### config.mk
export PLATFORM = sky130hd
export DESIGN_NAME = i2c_txn_sequencer_flat
export DESIGN_NICKNAME = d
export VERILOG_FILES = /design/src/rtl/i2c_txn_sequencer_if.sv /design/src/rtl/i2c_txn_sequencer.sv /design/src/flat_wrapper.sv
export SDC_FILE = /design/constraint.sdc
export NUM_CORES = 1
export LEC_CHECK = 0
export CORE_MARGIN = 2
export CORE_UTILIZATION = 46
export DETAILED_ROUTE_END_ITERATION = 8
export PLACE_DENSITY = 0.77
export SLEW_MARGIN = 10
export SYNTH_ARGS = -nofsm -noshare
export SYNTH_HDL_FRONTEND = slang
export SYNTH_SLANG_ARGS = --single-unit
### constraint.sdc
create_clock -name clk -period 2.2 [get_ports clk]
set_input_delay 0.44 -clock clk [delete_from_list [all_inputs] [get_ports clk]]
set_output_delay 0.44 -clock clk [all_outputs]
set_load 0.01 [all_outputs]
### src/rtl/i2c_txn_sequencer_if.sv
// Host request, engine command/response and completion signals of the I2C transaction sequencer.
// The master modport is the sequencer's view; slave is the host/engine side.
interface i2c_txn_sequencer_if #(
  parameter int unsigned CMD_W = 2
) ();
  logic             req_valid;
  logic             req_ready;
  logic             req_rd;
  logic [6:0]       req_dev;
  logic [7:0]       req_reg;
  logic [7:0]       req_wdata;
  logic             cmd_valid;
  logic             cmd_ready;
  logic [CMD_W-1:0] cmd_op;
  logic [7:0]       cmd_data;
  logic             cmd_mack;
  logic             rsp_valid;
  logic             rsp_ack;
  logic [7:0]       rsp_data;
  logic             engine_abort;
  logic             done_valid;
  logic [1:0]       done_status;
  logic [7:0]       done_rdata;

  modport master (
    input  req_valid, req_rd, req_dev, req_reg, req_wdata, cmd_ready, rsp_valid, rsp_ack,
           rsp_data,
    output req_ready, cmd_valid, cmd_op, cmd_data, cmd_mack, engine_abort, done_valid,
           done_status, done_rdata
  );

  modport slave (
    output req_valid, req_rd, req_dev, req_reg, req_wdata, cmd_ready, rsp_valid, rsp_ack,
           rsp_data,
    input  req_ready, cmd_valid, cmd_op, cmd_data, cmd_mack, engine_abort, done_valid,
           done_status, done_rdata
  );
endinterface

### src/rtl/i2c_txn_sequencer.sv
// Turns one I2C register read/write request into START/WRITE/READ/STOP byte-engine commands,
// handling slave NACK and per-command engine timeout, and reports a single completion.
module i2c_txn_sequencer #(
  parameter int unsigned TIMEOUT = 16'hFFFF,
  parameter int unsigned CMD_W   = 2
) (
  input logic                clk,
  input logic                rst_n,
  i2c_txn_sequencer_if.master bus_io
);

  localparam logic [3:0] StIdle   = 4'd0;
  localparam logic [3:0] StStart  = 4'd1;
  localparam logic [3:0] StAddrW  = 4'd2;
  localparam logic [3:0] StReg    = 4'd3;
  localparam logic [3:0] StWdata  = 4'd4;
  localparam logic [3:0] StRstart = 4'd5;
  localparam logic [3:0] StAddrR  = 4'd6;
  localparam logic [3:0] StRead   = 4'd7;
  localparam logic [3:0] StStop   = 4'd8;
  localparam logic [3:0] StDone   = 4'd9;

  localparam logic [CMD_W-1:0] OpStart = CMD_W'(0);
  localparam logic [CMD_W-1:0] OpWrite = CMD_W'(1);
  localparam logic [CMD_W-1:0] OpRead  = CMD_W'(2);
  localparam logic [CMD_W-1:0] OpStop  = CMD_W'(3);

  localparam logic [1:0] StsOk      = 2'd0;
  localparam logic [1:0] StsNack    = 2'd1;
  localparam logic [1:0] StsTimeout = 2'd2;

  localparam logic [15:0] CntLast = 16'(TIMEOUT - 1);

  logic [3:0]  state_q, state_d;
  logic        wait_q, wait_d;
  logic [15:0] cnt_q, cnt_d;
  logic        rd_q, rd_d;
  logic [6:0]  dev_q, dev_d;
  logic [7:0]  reg_q, reg_d;
  logic [7:0]  wdata_q, wdata_d;
  logic [1:0]  status_q, status_d;
  logic [7:0]  rdata_q, rdata_d;
  logic        cmd_state;
  logic        timeout_hit;

  always_comb begin
    cmd_state = (state_q >= StStart) && (state_q <= StStop);
    // A response in the last allowed cycle beats the timeout.
    timeout_hit = cmd_state && wait_q && !bus_io.rsp_valid && (cnt_q == CntLast);

    bus_io.req_ready    = (state_q == StIdle);
    bus_io.cmd_valid    = cmd_state && !wait_q;
    bus_io.cmd_mack     = 1'b1;
    bus_io.engine_abort = timeout_hit;
    bus_io.done_valid   = (state_q == StDone);
    bus_io.done_status  = status_q;
    bus_io.done_rdata   = rdata_q;

    bus_io.cmd_op   = OpStart;
    bus_io.cmd_data = 8'h00;
    case (state_q)
      StAddrW: begin
        bus_io.cmd_op   = OpWrite;
        bus_io.cmd_data = {dev_q, 1'b0};
      end
      StReg: begin
        bus_io.cmd_op   = OpWrite;
        bus_io.cmd_data = reg_q;
      end
      StWdata: begin
        bus_io.cmd_op   = OpWrite;
        bus_io.cmd_data = wdata_q;
      end
      StAddrR: begin
        bus_io.cmd_op   = OpWrite;
        bus_io.cmd_data = {dev_q, 1'b1};
      end
      StRead:  bus_io.cmd_op = OpRead;
      StStop:  bus_io.cmd_op = OpStop;
      default: ;
    endcase
  end

  always_comb begin
    state_d  = state_q;
    wait_d   = wait_q;
    cnt_d    = cnt_q;
    rd_d     = rd_q;
    dev_d    = dev_q;
    reg_d    = reg_q;
    wdata_d  = wdata_q;
    status_d = status_q;
    rdata_d  = rdata_q;

    case (state_q)
      StIdle: begin
        if (bus_io.req_valid) begin
          rd_d     = bus_io.req_rd;
          dev_d    = bus_io.req_dev;
          reg_d    = bus_io.req_reg;
          wdata_d  = bus_io.req_wdata;
          status_d = StsOk;
          rdata_d  = 8'h00;
          wait_d   = 1'b0;
          state_d  = StStart;
        end
      end
      StStart, StAddrW, StReg, StWdata, StRstart, StAddrR, StRead, StStop: begin
        if (!wait_q) begin
          if (bus_io.cmd_ready) begin
            wait_d = 1'b1;
            cnt_d  = 16'd0;
          end
        end else if (bus_io.rsp_valid) begin
          wait_d = 1'b0;
          case (state_q)
            StStart:  state_d = StAddrW;
            StAddrW:  state_d = bus_io.rsp_ack ? StReg : StStop;
            StReg:    state_d = !bus_io.rsp_ack ? StStop : (rd_q ? StRstart : StWdata);
            StWdata:  state_d = StStop;
            StRstart: state_d = StAddrR;
            StAddrR:  state_d = bus_io.rsp_ack ? StRead : StStop;
            StRead: begin
              rdata_d = bus_io.rsp_data;
              state_d = StStop;
            end
            default:  state_d = StDone;
          endcase
          // Any NACKed WRITE skips the remaining bytes and goes straight to STOP.
          if ((bus_io.cmd_op == OpWrite) && !bus_io.rsp_ack) begin
            status_d = StsNack;
          end
        end else if (timeout_hit) begin
          wait_d   = 1'b0;
          status_d = StsTimeout;
          rdata_d  = 8'h00;
          state_d  = StDone;
        end else begin
          cnt_d = cnt_q + 16'd1;
        end
      end
      StDone:  state_d = StIdle;
      default: state_d = StIdle;
    endcase
  end

  always_ff @(posedge clk or negedge rst_n) begin
    if (!rst_n) begin
      state_q  <= StIdle;
      wait_q   <= 1'b0;
      cnt_q    <= 16'd0;
      rd_q     <= 1'b0;
      dev_q    <= 7'd0;
      reg_q    <= 8'd0;
      wdata_q  <= 8'd0;
      status_q <= StsOk;
      rdata_q  <= 8'd0;
    end else begin
      state_q  <= state_d;
      wait_q   <= wait_d;
      cnt_q    <= cnt_d;
      rd_q     <= rd_d;
      dev_q    <= dev_d;
      reg_q    <= reg_d;
      wdata_q  <= wdata_d;
      status_q <= status_d;
      rdata_q  <= rdata_d;
    end
  end

endmodule

### src/flat_wrapper.sv
// flat-port wrapper written by rule: the top's interface ports become plain ports
module i2c_txn_sequencer_flat 
#(
  parameter int unsigned TIMEOUT = 16'hFFFF,
  parameter int unsigned CMD_W   = 2
)
  (clk, rst_n, bus_io_req_valid, bus_io_req_rd, bus_io_req_dev, bus_io_req_reg, bus_io_req_wdata, bus_io_cmd_ready, bus_io_rsp_valid, bus_io_rsp_ack, bus_io_rsp_data, bus_io_req_ready, bus_io_cmd_valid, bus_io_cmd_op, bus_io_cmd_data, bus_io_cmd_mack, bus_io_engine_abort, bus_io_done_valid, bus_io_done_status, bus_io_done_rdata);
  i2c_txn_sequencer_if #(.CMD_W(CMD_W)) bus_io_i ();
  input logic clk;
  input logic rst_n;
  input wire logic [$bits(bus_io_i.req_valid)-1:0] bus_io_req_valid;
  input wire logic [$bits(bus_io_i.req_rd)-1:0] bus_io_req_rd;
  input wire logic [$bits(bus_io_i.req_dev)-1:0] bus_io_req_dev;
  input wire logic [$bits(bus_io_i.req_reg)-1:0] bus_io_req_reg;
  input wire logic [$bits(bus_io_i.req_wdata)-1:0] bus_io_req_wdata;
  input wire logic [$bits(bus_io_i.cmd_ready)-1:0] bus_io_cmd_ready;
  input wire logic [$bits(bus_io_i.rsp_valid)-1:0] bus_io_rsp_valid;
  input wire logic [$bits(bus_io_i.rsp_ack)-1:0] bus_io_rsp_ack;
  input wire logic [$bits(bus_io_i.rsp_data)-1:0] bus_io_rsp_data;
  output wire logic [$bits(bus_io_i.req_ready)-1:0] bus_io_req_ready;
  output wire logic [$bits(bus_io_i.cmd_valid)-1:0] bus_io_cmd_valid;
  output wire logic [$bits(bus_io_i.cmd_op)-1:0] bus_io_cmd_op;
  output wire logic [$bits(bus_io_i.cmd_data)-1:0] bus_io_cmd_data;
  output wire logic [$bits(bus_io_i.cmd_mack)-1:0] bus_io_cmd_mack;
  output wire logic [$bits(bus_io_i.engine_abort)-1:0] bus_io_engine_abort;
  output wire logic [$bits(bus_io_i.done_valid)-1:0] bus_io_done_valid;
  output wire logic [$bits(bus_io_i.done_status)-1:0] bus_io_done_status;
  output wire logic [$bits(bus_io_i.done_rdata)-1:0] bus_io_done_rdata;
  assign bus_io_i.req_valid = bus_io_req_valid;
  assign bus_io_i.req_rd = bus_io_req_rd;
  assign bus_io_i.req_dev = bus_io_req_dev;
  assign bus_io_i.req_reg = bus_io_req_reg;
  assign bus_io_i.req_wdata = bus_io_req_wdata;
  assign bus_io_i.cmd_ready = bus_io_cmd_ready;
  assign bus_io_i.rsp_valid = bus_io_rsp_valid;
  assign bus_io_i.rsp_ack = bus_io_rsp_ack;
  assign bus_io_i.rsp_data = bus_io_rsp_data;
  assign bus_io_req_ready = bus_io_i.req_ready;
  assign bus_io_cmd_valid = bus_io_i.cmd_valid;
  assign bus_io_cmd_op = bus_io_i.cmd_op;
  assign bus_io_cmd_data = bus_io_i.cmd_data;
  assign bus_io_cmd_mack = bus_io_i.cmd_mack;
  assign bus_io_engine_abort = bus_io_i.engine_abort;
  assign bus_io_done_valid = bus_io_i.done_valid;
  assign bus_io_done_status = bus_io_i.done_status;
  assign bus_io_done_rdata = bus_io_i.done_rdata;
  i2c_txn_sequencer #(.TIMEOUT(TIMEOUT), .CMD_W(CMD_W)) u_core (.clk(clk), .rst_n(rst_n), .bus_io(bus_io_i));
endmodule
Word level (Yosys, flattened, before mapping)
Cells that the tools add are included. Widths: inputs -> output; s select.

$add $sub $neg: 1. Order comparisons: 2. Eq/ne operators: 18. Mux-type cells: 34. Reductions and logical operators: 21.

Operator list (number): $mux 16 (4); $mux 8 (5); $pmux 8 s4 (1); $mux 4 (7); $pmux 4 s6 (1); $add 16x1->16 const B (1); $eq 16x16->1 const B (1); $eq 4x3->1 const B (4); $pmux 8 s2 (1); $mux 2 (5); $reduce_and 5->1 (2); $eq 4x2->1 const B (2); $eq 4x4->1 const B (2); $pmux 4 s2 (1); $reduce_or 8->1 (1); $logic_and 1x1->1 (6); $mux 1 (6); $ne 2x2->1 const B (3); $ne 3x2->1 const B (2); $pmux 2 s3 (1); $eq 4x1->1 const B (1); $ge 4x1->1 const B (1); $le 4x4->1 const B (1); $logic_not 4->1 (1); other kinds (12) (16).

Flip-flop bits (word level): 55. Output and inout port bits: 25. Logic and storage cells: 85.

Logic depth before layout (Yosys ltp)
Gate-level depths: netlist of run 1.

Depth in word-level cells: 9. Gate-level depth with buffers: 9.

Worst setup path after synthesis of run 1
No wires, ideal clock.

Kind: register to register. From: reg u_core.state_q[1]. To: reg u_core.cnt_q[12]. Arrival: 2.035 ns. Data required time: 2.075 ns. Setup slack: 0.040 ns. Stages on the path, launching flop included: 9. Path buffers: 3. Clock period less this slack: 2.160 ns. Path through: dfrtp_1 -> buf_6 -> o31a_1 -> or2_0 -> buf_6 -> a21o_1 -> buf_4 -> nor4_1 -> mux2_2.

Longest elaborated chain between the ends: 7. Elaborated cells between the ends (all ways): 17. Those cells by class: 2 x order compare; 9 x eq/ne; 6 x reduce/logical.

RTL lines: start: declaration (RTL line i2c_txn_sequencer.sv:34) `logic [3:0] state_q, state_d;`; start signal: assignment (RTL line i2c_txn_sequencer.sv:149) `state_q <= StIdle;`; start signal: assignment (RTL line i2c_txn_sequencer.sv:159) `state_q <= state_d;`; $ge 4x1->1 / $le 4x4->1 (equally long branches) (RTL line i2c_txn_sequencer.sv:47) `cmd_state = (state_q >= StStart) && (state_q <= StStop);`; $logic_and 1x1->1 (RTL line i2c_txn_sequencer.sv:47); $logic_and 1x1->1 (3 in a row) (RTL line i2c_txn_sequencer.sv:49) `timeout_hit = cmd_state && wait_q && !bus_io.rsp_valid && (cnt_q == CntLast);`; $ne 2x2->1 (no line); $reduce_and 4->1 (no line) (*); end signal: assignment (RTL line i2c_txn_sequencer.sv:161) `cnt_q <= cnt_d;`; end: declaration (RTL line i2c_txn_sequencer.sv:36) `logic [15:0] cnt_q, cnt_d;`.

Mark *: on every way between the ends. The rest lies on a longest branch, timed or not. A chain may end at the register's enable or synchronous reset.

Worst setup path in the final report of run 1
From: reg u_core.state_q[0]. To: reg u_core.cnt_q[15].

Same word-level chain as after synthesis.

==> results of run 1 <==
==> timing repair <==
item,in CTS,in global routing
setup endpoints to repair,33,29
pin swaps,11,11
gates cloned,0,1
hold buffers,1,0
buffers inserted,12,9
gates resized for setup,59,17
endpoints found under the hold margin,3,0
==> layout make-up <==
cell class                 count  area share, %
inverter                      11         0.9712
timing repair buffer         136          27.31
tap                           75          2.207
sequential                    55          32.46
clock buffer                   5          1.619
clock inverter                 3          1.118
multi-input combinational    194          34.31
==> cell families after synthesis <==
group	share of synthesized area, %
simple gates	16.45
flops	48.25
mux	11.36
buf+inv	4.605
fa+ha+maj	0.8771
compound gates	17.41
other cells	0.1315
xor+xnor	0.9212
==> worst max-delay path, cell delays in order (launching register included) <==
cell	delay, ps
dfrtp_1	420
buf_6	130
o31a_1	250
or2_4	280
buf_6	130
or4b_4	540
or3_1	320
a21oi_1	130
==> per-stage QoR <==
| stage | worst slack (ps) | hold WS (ps) | instance area (um^2) | TNS [ps] |
|---|---|---|---|---|
| CTS | -95.59 | 452.6 | 4158 | -269.4 |
| global route | -126.8 | 464.4 | 4252 | -804.7 |
| global placement | -336.3 | 253.9 | 3880 | -3886 |
| floorplan | 40.37 | 144.4 | 2853 | 0 |
| detailed placement | -409.0 | 257.7 | 3880 | -5002 |
| finish | -92.13 | 461.0 | 4252 | -179.3 |
==> per-layer routing <==
metal  GRT usage [%]  vias to the layer above
met3           5.109                       21
met2           40.08                      115
met1           30.40                     1339
met5               0                        -
met4           5.574                        0
li1                -                     1286
==> registers in the layout (all words and copies together), names as in the netlist <==
name,flops
u_core.dev_q,7
u_core.bus_io.done_rdata,8
u_core.wdata_q,8
u_core.reg_q,8
u_core.bus_io.done_status,2
u_core.state_q,4
u_core.wait_q,1
u_core.cnt_q,16
u_core.rd_q,1
==> worst min path at each step <==
stage	slack, ps	from	to	cells after the start
floorplan	140	rst_n	u_core.bus_io.done_rdata[0]$_DFFE_PN0P_	0
global placement	250	rst_n	u_core.wdata_q[6]$_DFFE_PN0P_	1
detailed placement	260	rst_n	u_core.wdata_q[6]$_DFFE_PN0P_	1
CTS	450	rst_n	u_core.wdata_q[6]$_DFFE_PN0P_	2
global route	460	rst_n	u_core.wdata_q[6]$_DFFE_PN0P_	2
finish	460	rst_n	u_core.wdata_q[6]$_DFFE_PN0P_	2
==> where the power goes <==
group	internal [W]	switching, W	total, W
sequential	0.00132	0.000197	0.00152
combinational	0.00150	0.00134	0.00283
clock	0.000346	0.000354	0.000699
total	0.00316	0.00189	0.00505
==> cell usage in the layout, fill, tap and decap left out, types with 3 or more instances in the layout <==
cell | synthesis | layout
nand4_1 | 4 | 4
dlygate4sd2_1 | 0 | 4
mux2_2 | 27 | 27
clkbuf_8 | 0 | 5
nor3_4 | 0 | 3
or4_1 | 6 | 5
a222oi_1 | 7 | 7
a22o_1 | 8 | 8
nor3_1 | 11 | 8
dfrtp_1 | 55 | 52
o31ai_1 | 7 | 7
o21ai_0 | 10 | 9
inv_1 | 11 | 10
clkdlybuf4s50_1 | 0 | 46
buf_6 | 2 | 8
nor2b_1 | 5 | 4
a21oi_1 | 17 | 15
buf_4 | 2 | 64
nand2_1 | 17 | 16
buf_2 | 3 | 9
dfrtp_2 | 0 | 3
nand3_1 | 7 | 7
or3_1 | 4 | 4
nor2_1 | 19 | 18
==> summary.md, run 1 <==
| Metric | Value |
|---|---|
| Fin. Hold Viols | 0 |
| VDD IR max | 0.0006307 V |
| Chip width | 82.75 um |
| FF/Latch Area | 1380 um^2 |
| Drt total wl | 7.941 mm |
| Number of buffers created by CTS | 5 |
| CP max FO | 6 |
| Synth warnings | 0 |
| Crit share post-route | 104.2% |
| Final Setup Violations | 2 |
| Worst-Margin Slew | 507.5 ps |
| Share of layout cells above drive strength 1 | 34.65% |
| Routed wl met2 | 4.031 mm |
| Worst-skew pair later-pin latency | 310 ps |
| Req. time, crit path | 2440 ps |
| First-pass GRT wire length | 12.42 mm |
| Critical Path Source Type | register |
| CTS Buffer Depth | 2 |
| Asr flop ratio synth | 100.0% |
| Port buffer count | 61 |
| Tmin final | 2292 ps |
| GRT Overall Usage | 23.46% |
| Most common cell in the netlist | dfrtp_1 |
| Tot Pwr | 0.005049 W |
| DRC viols | 0 |
| Post-synthesis cell type count | 51 |
| Site Rows | 28 |
| Yosys top cell area share | 48.25% |
| Worst flop-to-flop path startpoint | u_core.state_q[0]$_DFFE_PN0P_ |
| Die Ht | 82.75 um |
| WS Path Type | register to register |
| Mapped Area | 2853 um^2 |
| Dominant synthesized flop cell | dfrtp_1 |
| Leakage | 1.906 nW |
| Grt ovf | 0 |
| Number of vias in the routed layout | 2761 |
| Worst Setup EP | u_core.cnt_q[15]$_DFFE_PN0P_ |
| Post-Syn Nets | 317 |
| Count of cells along the worst register-to-register path | 7 |
| Final Worst Setup Slack | -92.13 ps |
| Synth area leaders | dfrtp_1 (48%), mux2_2 (11%), a21oi_1 (3.0%) |
| Leading area contributor after synthesis | dfrtp_1 |
| Vias in the first global route | 2610 |
| CTS root buf | clkbuf_8 |
| Gpl congestion | 0.9206 |
| Post-Synthesis Cells | 277 |
| Antenna cells | 0 |
| Top cells by count, synth | dfrtp_1 (55), mux2_2 (27), nor2_1 (19) |
| Clock sinks | 55 |
| Post-synth EDFFs | 0 |
| Pin count of the biggest net entering global routing | 33 |
| Multi-input logic area | 1459 um^2 |
| Metal-1 WL | 3.329 mm |
| Worst Setup SP | u_core.state_q[0]$_DFFE_PN0P_ |
| Fin. max-slew vios | 0 |
| Area Growth Syn to Fin | 49.04% |
| DR WL/cell | 16.58 um |
| Drt via density | 5.764 |
| Worst relative slew slack | 65.69% |
| Dpl cells | 450 |
| Core ar. | 5956 um^2 |
| Fin cells | 479 |
| Status | finished, violations left |
| Final Core Density | 71.39% |
| CP Capture Type | register |
| Flop2flop setup slack | -90 ps |
| # IOs | 63 |
| Number of fill cells | 436 |
| Total Nets Final | 443 |
| Seq/Total Area, Yosys | 48.25% |
| Max Fclk | 0.4363 GHz |
| First-pass DRT Iterations | 5 |
| TritonCTS clock tree | yes |
| DR top layer | met4 |
| Syn avg cell area | 10.30 um^2 |
| Antenna violation net count after detailed routing | 0 |
| Depth of the CTS H-tree | 2 |
| RSZ-0062 raised after global routing | yes |
| Routed wl met3 | 455 um |
| Hold Path Class | primary input to asynchronous set/reset pin |
| Worst-path clk slew | 110 ps |
| Yosys reg bits | 55 |
| Die ar. | 6848 um^2 |
| Initial antenna violation count | 0 |
| Final HPWL DP | 5.210 mm |
| DR iter-0 viols | 226 |
| Final clock skew | 9.748 ps |
| R2r endpoint | u_core.cnt_q[15]$_DFFE_PN0P_ |
| Arr. time, crit path | 2530 ps |
| Initial Util | 47.90% |
| Pwr/cell area | 1187 nW/um^2 |
| Failing checks | negative setup slack |
| Max-Cap Viols | 0 |
Note: power is estimated with default switching activity, not from simulation.
==> run 2: changes to the inputs <==
- ABC_AREA: default -> 1
- CORE_UTILIZATION: 46 -> 47
==> summary.md, run 2 <==
| Metric | Value |
|---|---|
| First-pass GRT wire length | 12.75 mm |
| Fin. Hold Viols | 0 |
| Drt via density | 5.095 |
| Flop2flop setup slack | 300 ps |
| DRC viols | 0 |
| Post-Synthesis Cells | 401 |
| CTS root buf | clkbuf_8 |
| CP Capture Type | primary output |
| Area Growth Syn to Fin | 30.59% |
| Worst-path clk slew | 120 ps |
| Worst-skew pair later-pin latency | 320 ps |
| CTS Buffer Depth | 2 |
| Worst relative slew slack | 52.22% |
| Die Ht | 85.17 um |
| Post-synthesis cell type count | 36 |
| Worst Setup SP | u_core.state_q[0]$_DFFE_PN0P_ |
| Hold Path Class | primary input to asynchronous set/reset pin |
| RSZ-0062 raised after global routing | no |
| Number of buffers created by CTS | 5 |
| Synth area leaders | dfrtp_1 (44%), nand2_1 (16%), inv_1 (5.5%) |
| Top cells by count, synth | nand2_1 (131), dfrtp_1 (55), inv_1 (45) |
| Mapped Area | 3097 um^2 |
| Asr flop ratio synth | 100.0% |
| Final clock skew | 15.75 ps |
| Chip width | 85.17 um |
| CP max FO | 8 |
| Commonest non-fill, non-tap cells in the layout | nand2_1 (129), dfrtp_1 (53), clkdlybuf4s50_1 (46) |
| Max Fclk | 0.4746 GHz |
| Biggest register | u_core.cnt_q |
| Fin cells | 558 |
| Status | finished clean |
| Hold WS | 254.2 ps |
| First-pass DRT Iterations | 5 |
| Final Instance Area | 4044 um^2 |
| Depth of the CTS H-tree | 2 |
| Antenna violation net count after detailed routing | 0 |
| # IOs | 63 |
| Yosys top cell area share | 44.44% |
| Fin. max-slew vios | 0 |
| Initial antenna violation count | 0 |
| Die ar. | 7254 um^2 |
| Crit share post-route | 95.78% |
| Count of cells along the worst register-to-register path | 11 |
| Final Core Density | 63.68% |
| Syn avg cell area | 7.722 um^2 |
| VDD IR max | 0.0007256 V |
| Vias in the first global route | 2847 |
| Yosys reg bits | 55 |
| TritonCTS clock tree | yes |
| Worst-Margin Slew | 716.7 ps |
| Final Setup Violations | 0 |
| Worst flop-to-flop path startpoint | u_core.state_q[0]$_DFFE_PN0P_ |
| Critical Path Source Type | register |
| Post-Syn Nets | 441 |
| Gpl congestion | 0.9204 |
| Pin count of the biggest net entering global routing | 56 |
| Number of vias in the routed layout | 2843 |
| CTS Hold Buffers Added | 0 |
| Site Rows | 29 |
| Most common cell in the netlist | nand2_1 |
| Drt total wl | 7.498 mm |
| Arr. time, crit path | 1670 ps |
| Place WS | -110.2 ps |
| Port buffer count | 61 |
| Clock sinks | 55 |
| GRT Overall Usage | 21.79% |
| Leakage | 1.986 nW |
| Post-synth EDFFs | 0 |
| DR iter-0 viols | 168 |
| Synth warnings | 0 |
| Dpl cells | 542 |
| WS Path Type | register to primary output |
| Leading area contributor after synthesis | dfrtp_1 |
| Final HPWL DP | 5.365 mm |
| Antenna cells | 0 |
| Post-DP Area | 3866 um^2 |
| Share of layout cells above drive strength 1 | 17.46% |
| DR WL/cell | 13.44 um |
| R2r endpoint | u_core.cnt_q[6]$_DFFE_PN0P_ |
| Pwr/cell area | 1106 nW/um^2 |
| Max FFs per register | 16 |
| Tmin final | 2107 ps |
| Grt ovf | 0 |
| Max-Cap Viols | 0 |
| Most common cell after layout, fill and taps aside | nand2_1 |
| Final Worst Setup Slack | 92.87 ps |
| Core ar. | 6350 um^2 |
| Req. time, crit path | 1760 ps |
| Initial Util | 48.77% |
| Seq/Total Area, Yosys | 44.44% |
| Total Nets Final | 520 |
| Dominant synthesized flop cell | dfrtp_1 |
run 2: cell types whose count changed after synthesis, moves of 10 or more:
cell,delta
a21oi_1,-16
inv_1,+34
mux2_2,-26
nand2_1,+114
nand3_1,+13
nor2_1,+23
nor3_1,-10
o21ai_0,+14
run 2: per-stage QoR:
step           power, W  setup TNS (ps)
2_1_floorplan  0.002965               0
3_3_place_gp   0.003742          -54.70
3_5_place_dp   0.003811          -110.2
4_1_cts        0.004447               0
5_1_grt        0.004837               0
6_report       0.004473               0
run 2: worst max path at each step:
stage                          end  slack, ps
3_5_place_dp   bus_io_engine_abort       -110
2_1_floorplan  bus_io_engine_abort        560
5_1_grt         bus_io_cmd_data[0]         20
3_3_place_gp   bus_io_engine_abort        -50
4_1_cts         bus_io_cmd_data[6]          7
6_report        bus_io_cmd_data[4]         90
run 2: area by class of cell:
| cell class | count | area (um^2) |
|---|---|---|
| Inverter | 48 | 180.2 |
| Clock inverter | 3 | 25.02 |
| Sequential cell | 55 | 1379 |
| Clock buffer | 5 | 68.82 |
| Timing Repair Buffer | 83 | 755.7 |
| Multi-Input combinational cell | 287 | 1539 |
| Tap cell | 77 | 96.34 |
| Fill cell | 534 | 2306 |
run 2: cell families after synthesis:
group | share of synthesized area (%)
AND/OR/NAND/NOR | 30.99
flip-flops | 44.44
other | 0.1211
multiplexers | 2.909
adder cells (fa/ha/maj) | 0.8080
XOR/XNOR | 3.394
buffers and inverters | 7.919
AO/OA/AOI/OAI | 9.414
run 2: what timing repair did:
action,4_1_cts,5_1_grt
setup endpoints to repair,12,9
buffers inserted,8,0
pin swaps,1,0
resized for setup,25,26
run 2: power breakdown:
| part | internal [W] | switching [W] |
|---|---|---|
| sequential | 0.00137 | 0.000180 |
| clock | 0.000233 | 0.000356 |
| combinational | 0.000936 | 0.00140 |
run 2: per-layer routing:
metal  part of all wire [%]  GRT usage, %  up-vias  wire [um]
li1                       -             -     1419          -
met1                     42         26.84     1339       3132
met2                     52         38.49       72       3895
met3                    4.6         4.280       13        345
met4                    1.7         6.782        0        124
met5                      0             0        -          0
run 2: worst max-delay path, stage by stage, from the launching register on:
cell and delay, ps:
dfrtp_2 460, buf_4 150, inv_1 90, nand2_2 70, nor2_2 90, inv_2 120
o221ai_2 180, buf_2 180
==> run 3: changes to the inputs <==
- CORE_MARGIN: 2 -> 3
- SLEW_MARGIN: 10 -> default
==> summary.md, run 3 (synthesized netlist as in run 2, its figures left out) <==
| Metric | Value |
|---|---|
| Biggest register | u_core.cnt_q |
| Port buffer count | 61 |
| Post-DP Area | 3876 um^2 |
| Grt ovf | 0 |
| CP max FO | 5 |
| CP delay by family, top | buffers and inverters |
| GRT Overall Usage | 19.79% |
| Fin. max-slew vios | 0 |
| Vias in the first global route | 2844 |
| Worst-skew pair later-pin latency | 300 ps |
| Slowest stage delay, CP | 550 ps |
| Number of vias in the routed layout | 2796 |
| First-pass GRT wire length | 12.30 mm |
| Core ar. | 6131 um^2 |
| CP Capture Type | primary output |
| Area Growth Syn to Fin | 28.69% |
| Number of buffers created by CTS | 5 |
| Share of layout cells above drive strength 1 | 15.24% |
| VDD IR max | 0.0007058 V |
| # IOs | 63 |
| Site Rows | 28 |
| RSZ-0062 raised after global routing | no |
| Pin count of the biggest net entering global routing | 56 |
| Number of fill cells | 523 |
| Status | finished clean |
| Chip width | 87.17 um |
| TNS Setup | 0 ps |
| Fin. Hold Viols | 0 |
| Max-Cap Viols | 0 |
| Commonest non-fill, non-tap cells in the layout | nand2_1 (130), dfrtp_1 (54), clkdlybuf4s50_1 (47) |
| Arr. time, crit path | 1690 ps |
| Bufs and invs on worst path | 3 |
| Pwr/cell area | 1103 nW/um^2 |
| Initial Util | 50.51% |
| Most common cell after layout, fill and taps aside | nand2_1 |
| Antenna cells | 0 |
| Tmin final | 2127 ps |
| Max Fclk | 0.4701 GHz |
| CTS Buffer Depth | 2 |
| DR WL/cell | 12.90 um |
| First-pass DRT Iterations | 4 |
| Worst-path clk slew | 100 ps |
| Drt total wl | 7.147 mm |
| Req. time, crit path | 1760 ps |
| Leakage | 1.957 nW |
| Total Nets Final | 518 |
| Critical Path Source Type | register |
| TritonCTS clock tree | yes |
| DRC viols | 0 |
| Gpl congestion | 0.9055 |
| Final Setup Violations | 0 |
| Crit-path cells | buf_4, inv_1, nand2_1, nor2_1, clkdlybuf4s50_1 |
| Drt via density | 5.047 |
| CTS Hold Buffers Added | 0 |
| Worst path slowest cell | clkdlybuf4s50_1 |
| Final Instance Area | 3985 um^2 |
| Die Ht | 87.17 um |
| Hold WS | 107.0 ps |
| Antenna violation net count after detailed routing | 0 |
| Die ar. | 7599 um^2 |
| WS Path Type | register to primary output |
| DR iter-0 viols | 131 |
| Final HPWL DP | 5.283 mm |
| CTS root buf | clkbuf_8 |
| Crit share post-route | 96.70% |
| Max FFs per register | 16 |
| Depth of the CTS H-tree | 2 |
| Clock sinks | 55 |
| Final clock skew | 9.646 ps |
| Hold Path Class | primary input to asynchronous set/reset pin |
| Initial antenna violation count | 0 |
## run 3: repair_timing
item,4_1_cts,5_1_grt
gates cloned,0,0
gates resized for setup,23,12
setup endpoints to repair,12,8
pin swaps,1,2
buffers inserted,6,0
## run 3: metrics by stage
step / utilization, % / std cells / setup slack, ps / power, W
finish: 65.00 / 554 / 72.68 / 0.004394
detailed placement: 63.22 / 540 / -143.9 / 0.003803
global placement: 63.22 / 540 / -149.2 / 0.003729
floorplan: - / 401 / 559.3 / 0.002965
global route: 65.00 / 554 / 4.316 / 0.004750
CTS: 65.41 / 554 / 29.14 / 0.004415
## run 3: where the power goes
part,internal (W),switching (W)
Sequential,0.00136,0.000172
Combinational,0.000939,0.00136
Clock,0.000229,0.000327
Total,0.00253,0.00186
## run 3: area by class of cell
cell class	count	area [um^2]	area share, %
timing repair buffer	81	754.5	18.93
clock buffer	6	72.57	1.821
clock inverter	2	17.52	0.4396
tap	75	93.84	2.355
multi-input combinational	287	1489	37.36
sequential	55	1378	34.57
inverter	48	180.2	4.521
## run 3: path summary, 6_finish.rpt
| path | slack [ps] | from | endpoint | cells past startpoint |
|---|---|---|---|---|
| setup / recovery | 70 | u_core.state_q[1]$_DFFE_PN0P_ | bus_io_done_valid | 5 |
| hold / removal | 110 | rst_n | u_core.wdata_q[5]$_DFFE_PN0P_ | 2 |
| setup reg to reg | 380 | u_core.state_q[1]$_DFFE_PN0P_ | u_core.cnt_q[2]$_DFFE_PN0P_ | 11 |
| hold reg to reg | 490 | u_core.bus_io.done_rdata[5]$_DFFE_PN0P_ | u_core.bus_io.done_rdata[5]$_DFFE_PN0P_ | 2 |
| max in group asynchronous | 1830 | rst_n | u_core.state_q[1]$_DFFE_PN0P_ | 2 |
| min in group clk | 490 | u_core.bus_io.done_rdata[5]$_DFFE_PN0P_ | u_core.bus_io.done_rdata[5]$_DFFE_PN0P_ | 2 |
## run 3: per-layer routing
metal | track usage [%] | up-vias | share of wire (%)
met1 | 25.50 | 1312 | 44
met3 | 2.744 | 14 | 3.9
met4 | 3.766 | 0 | 1.3
met2 | 35.61 | 56 | 50
li1 | - | 1414 | -
met5 | 0 | - | 0
==> patch: new RTL, config.mk and constraints of run 2 <==
`rdata_q` no longer has a reset.
--- a/src/rtl/i2c_txn_sequencer.sv
+++ b/src/rtl/i2c_txn_sequencer.sv
@@ -155,5 +155,4 @@
       wdata_q  <= 8'd0;
       status_q <= StsOk;
-      rdata_q  <= 8'd0;
     end else begin
       state_q  <= state_d;
@@ -165,6 +164,9 @@
       wdata_q  <= wdata_d;
       status_q <= status_d;
-      rdata_q  <= rdata_d;
     end
+  end
+
+  always_ff @(posedge clk) begin
+    rdata_q <= rdata_d;
   end
 
Check against the original RTL: same outputs for any inputs over 4 cycles, from zero or initial values and one cycle with rst_n low; that may be too few to reach the edited logic, so the function may still have changed.
==> patch against run 2 <==
- clock power fell by 9.7%
- sequential cell count did not move
- global-route usage down 1.8 points
- via count shrank 6.6%
- final area fell by 1.7%
- clock skew fell by 0.0096 ns
- routed wire length fell by 9.9%
- worst hold slack lost 0.11 ns
- power fell by 6.1%
- synthesized area decreased by 1.1%
- core utilization shrank 0.72 points
- setup slack improved by 0.017 ns
- largest power group unchanged
==> patch: results (changes against run 2) <==
status: "finished, final reports clean"  # unchanged
worstSkewPairLatency_ns: 0.30  # was 0.32 ns
synth_cell_type_count: 30  # was 36
hp-class: "in -> async"  # unchanged
use_met2: 0.350  # was 0.385
grt_max_degree: 41  # was 56
track_usage: 0.200  # was 0.218
layout-drive-gt1-share: 0.219  # was 0.175
cts.clk_slew.worst_paths_ns: 0.09  # was 0.12 ns
arrival_ns: 1.65  # was 1.67 ns
crit_path_max_fanout: 7  # was 8
routabilityCongestion: 0.951  # was 0.920
cp_slowest_cell: "dfrtp_1"  # was dfrtp_2
cts_buffers: 5  # unchanged
dpl_cell_area_um2: 3900  # was 3870 um^2
fill_cells: 561  # was 534
grt_use_met3: 0.0383  # was 0.0428
yosys-top-cells-count: "nand2_1 (89), inv_1 (51), dfrtp_1 (47), nor2_1 (35), o21ai_0 (26)"  # was nand2_1 (131), dfrtp_1 (55), inv_1 (45), nor2_1 (42), o21ai_0 (24)
irDropWorstVdd_mv: 0.653  # was 0.726 mV
cts_root_buffer: "clkbuf_8"  # unchanged
largest_reg_flops: 16  # unchanged
dp_hpwl_um: 5200  # was 5370 um
power_leakage_nw: 1.86  # was 1.99 nW
crit_start: "u_core.state_q[3]"  # was u_core.state_q[0]
ys_async_sr_fraction: 0.855  # was 1.00
grt_use_met1: 0.246  # was 0.268
vias: 2655  # was 2843
drt-initial-drc-count: 115  # was 168
reg2reg_depth: 13  # was 11
drtPass1Iterations: 4  # was 5
htreeDepth: 2  # unchanged
top_register: "u_core.cnt_q"  # unchanged
portBuffers: 61  # unchanged
synth_area_leaders: "dfrtp_1 (38%), nand2_1 (11%), edfxtp_1 (7.8%)"  # was dfrtp_1 (44%), nand2_1 (16%), inv_1 (5.5%)
synth-edff-count: 8  # was 0
seq_area_frac_synth: 0.463  # was 0.444
crit_end: "bus_io_cmd_data[3]"  # was bus_io_cmd_data[4]
diodes: 0  # unchanged
finClkSkew_ns: 0.00612  # was 0.0157 ns
ys_warn_count: 0  # unchanged
grt_pass1_wl_um: 11700  # was 12800 um
rr_endpoint: "u_core.bus_io.done_rdata[6]"  # was u_core.cnt_q[6]
synth.net_count: 410  # was 441
antenna_found_initial: 0  # unchanged
path_delay_family: "buffers and inverters"  # unchanged
fin_nets: 496  # was 520
rrSetupSlack_ns: 0.17  # was 0.30 ns
slew_headroom: 0.578  # was 0.522
cts.path.max_buffers: 2  # unchanged
wire_per_inst_um: 12.6  # was 13.4 um
slowest_delay_ns: 0.42  # was 0.46 ns
-- patch: cell count changes after synthesis, moves of 3 or more --
cell             run 2  this run
nand2_1            131        89
nor2_1              42        35
xnor2_1              3         0
inv_1               45        51
mux2_1               7         0
mux2_2               1         8
nand2_2              6        16
buf_2                4         1
dfrtp_1             55        47
edfxtp_1             0         8
-- patch: per-layer routing --
| layer | vias up | part of all wire |
|---|---|---|
| met3 | 11 | 0.044 |
| met5 | - | 0 |
| li1 | 1349 | - |
| met4 | 0 | 0.019 |
| met2 | 63 | 0.50 |
| met1 | 1232 | 0.44 |
-- patch: worst min path at each step --
stage / end / slack, ns / from
after CTS: u_core.wdata_q[2] / 0.17 / rst_n
after detailed placement: u_core.bus_io.done_status[1] / 0.48 / u_core.bus_io.done_status[1]
final: u_core.wdata_q[2] / 0.14 / rst_n
after floorplan: u_core.bus_io.done_status[0] / 0.14 / rst_n
after global placement: u_core.bus_io.done_status[1] / 0.46 / u_core.bus_io.done_status[1]
after global routing: u_core.reg_q[2] / 0.19 / rst_n
-- patch: layout make-up --
class,instances,area (um^2),share of cell area
Tap cell,77,96.3,0.0242
Clock inverter,1,5.00,0.00126
Timing Repair Buffer,87,791,0.199
Inverter,54,203,0.0510
Sequential cell,55,1420,0.357
Clock buffer,7,76.3,0.0192
Multi-Input combinational cell,253,1390,0.348
-- patch: cell families after synthesis --
family / count (synthesis) / share of synthesized area
and+or+nand+nor: 184 / 0.278
muxes: 8 / 0.0294
AOI/OAI and AO/OA: 50 / 0.108
xor gates and xnor gates: 8 / 0.0229
adders and majority gates: 2 / 0.00817
buffers and inverters: 62 / 0.0895
other: 1 / 0.00122
DFF: 55 / 0.463
-- patch: what timing repair did --
action,in CTS,in global routing
hold endpoints to repair,0,0
buffers inserted,4,0
endpoints found under the setup margin,13,8
resized for setup,23,14
hold buffers,0,0
-- patch: metrics by stage --
step / power [mW] / utilization / setup TNS [ns] / cells / setup slack [ns]
6_report: 4.20 / 0.630 / 0 / 534 / 0.109
5_1_grt: 4.51 / 0.630 / 0 / 534 / 0.0122
4_1_cts: 4.22 / 0.634 / 0 / 534 / 0.00137
3_5_place_dp: 3.67 / 0.617 / -0.609 / 522 / -0.0778
3_3_place_gp: 3.61 / 0.617 / -0.162 / 522 / -0.0447
2_1_floorplan: 2.84 / - / 0 / 370 / 0.324
-- patch: power by group --
part           internal (mW)  switching, mW
Combinational          0.933           1.16
Sequential              1.43          0.149
Clock                  0.224          0.307
Total                   2.59           1.61
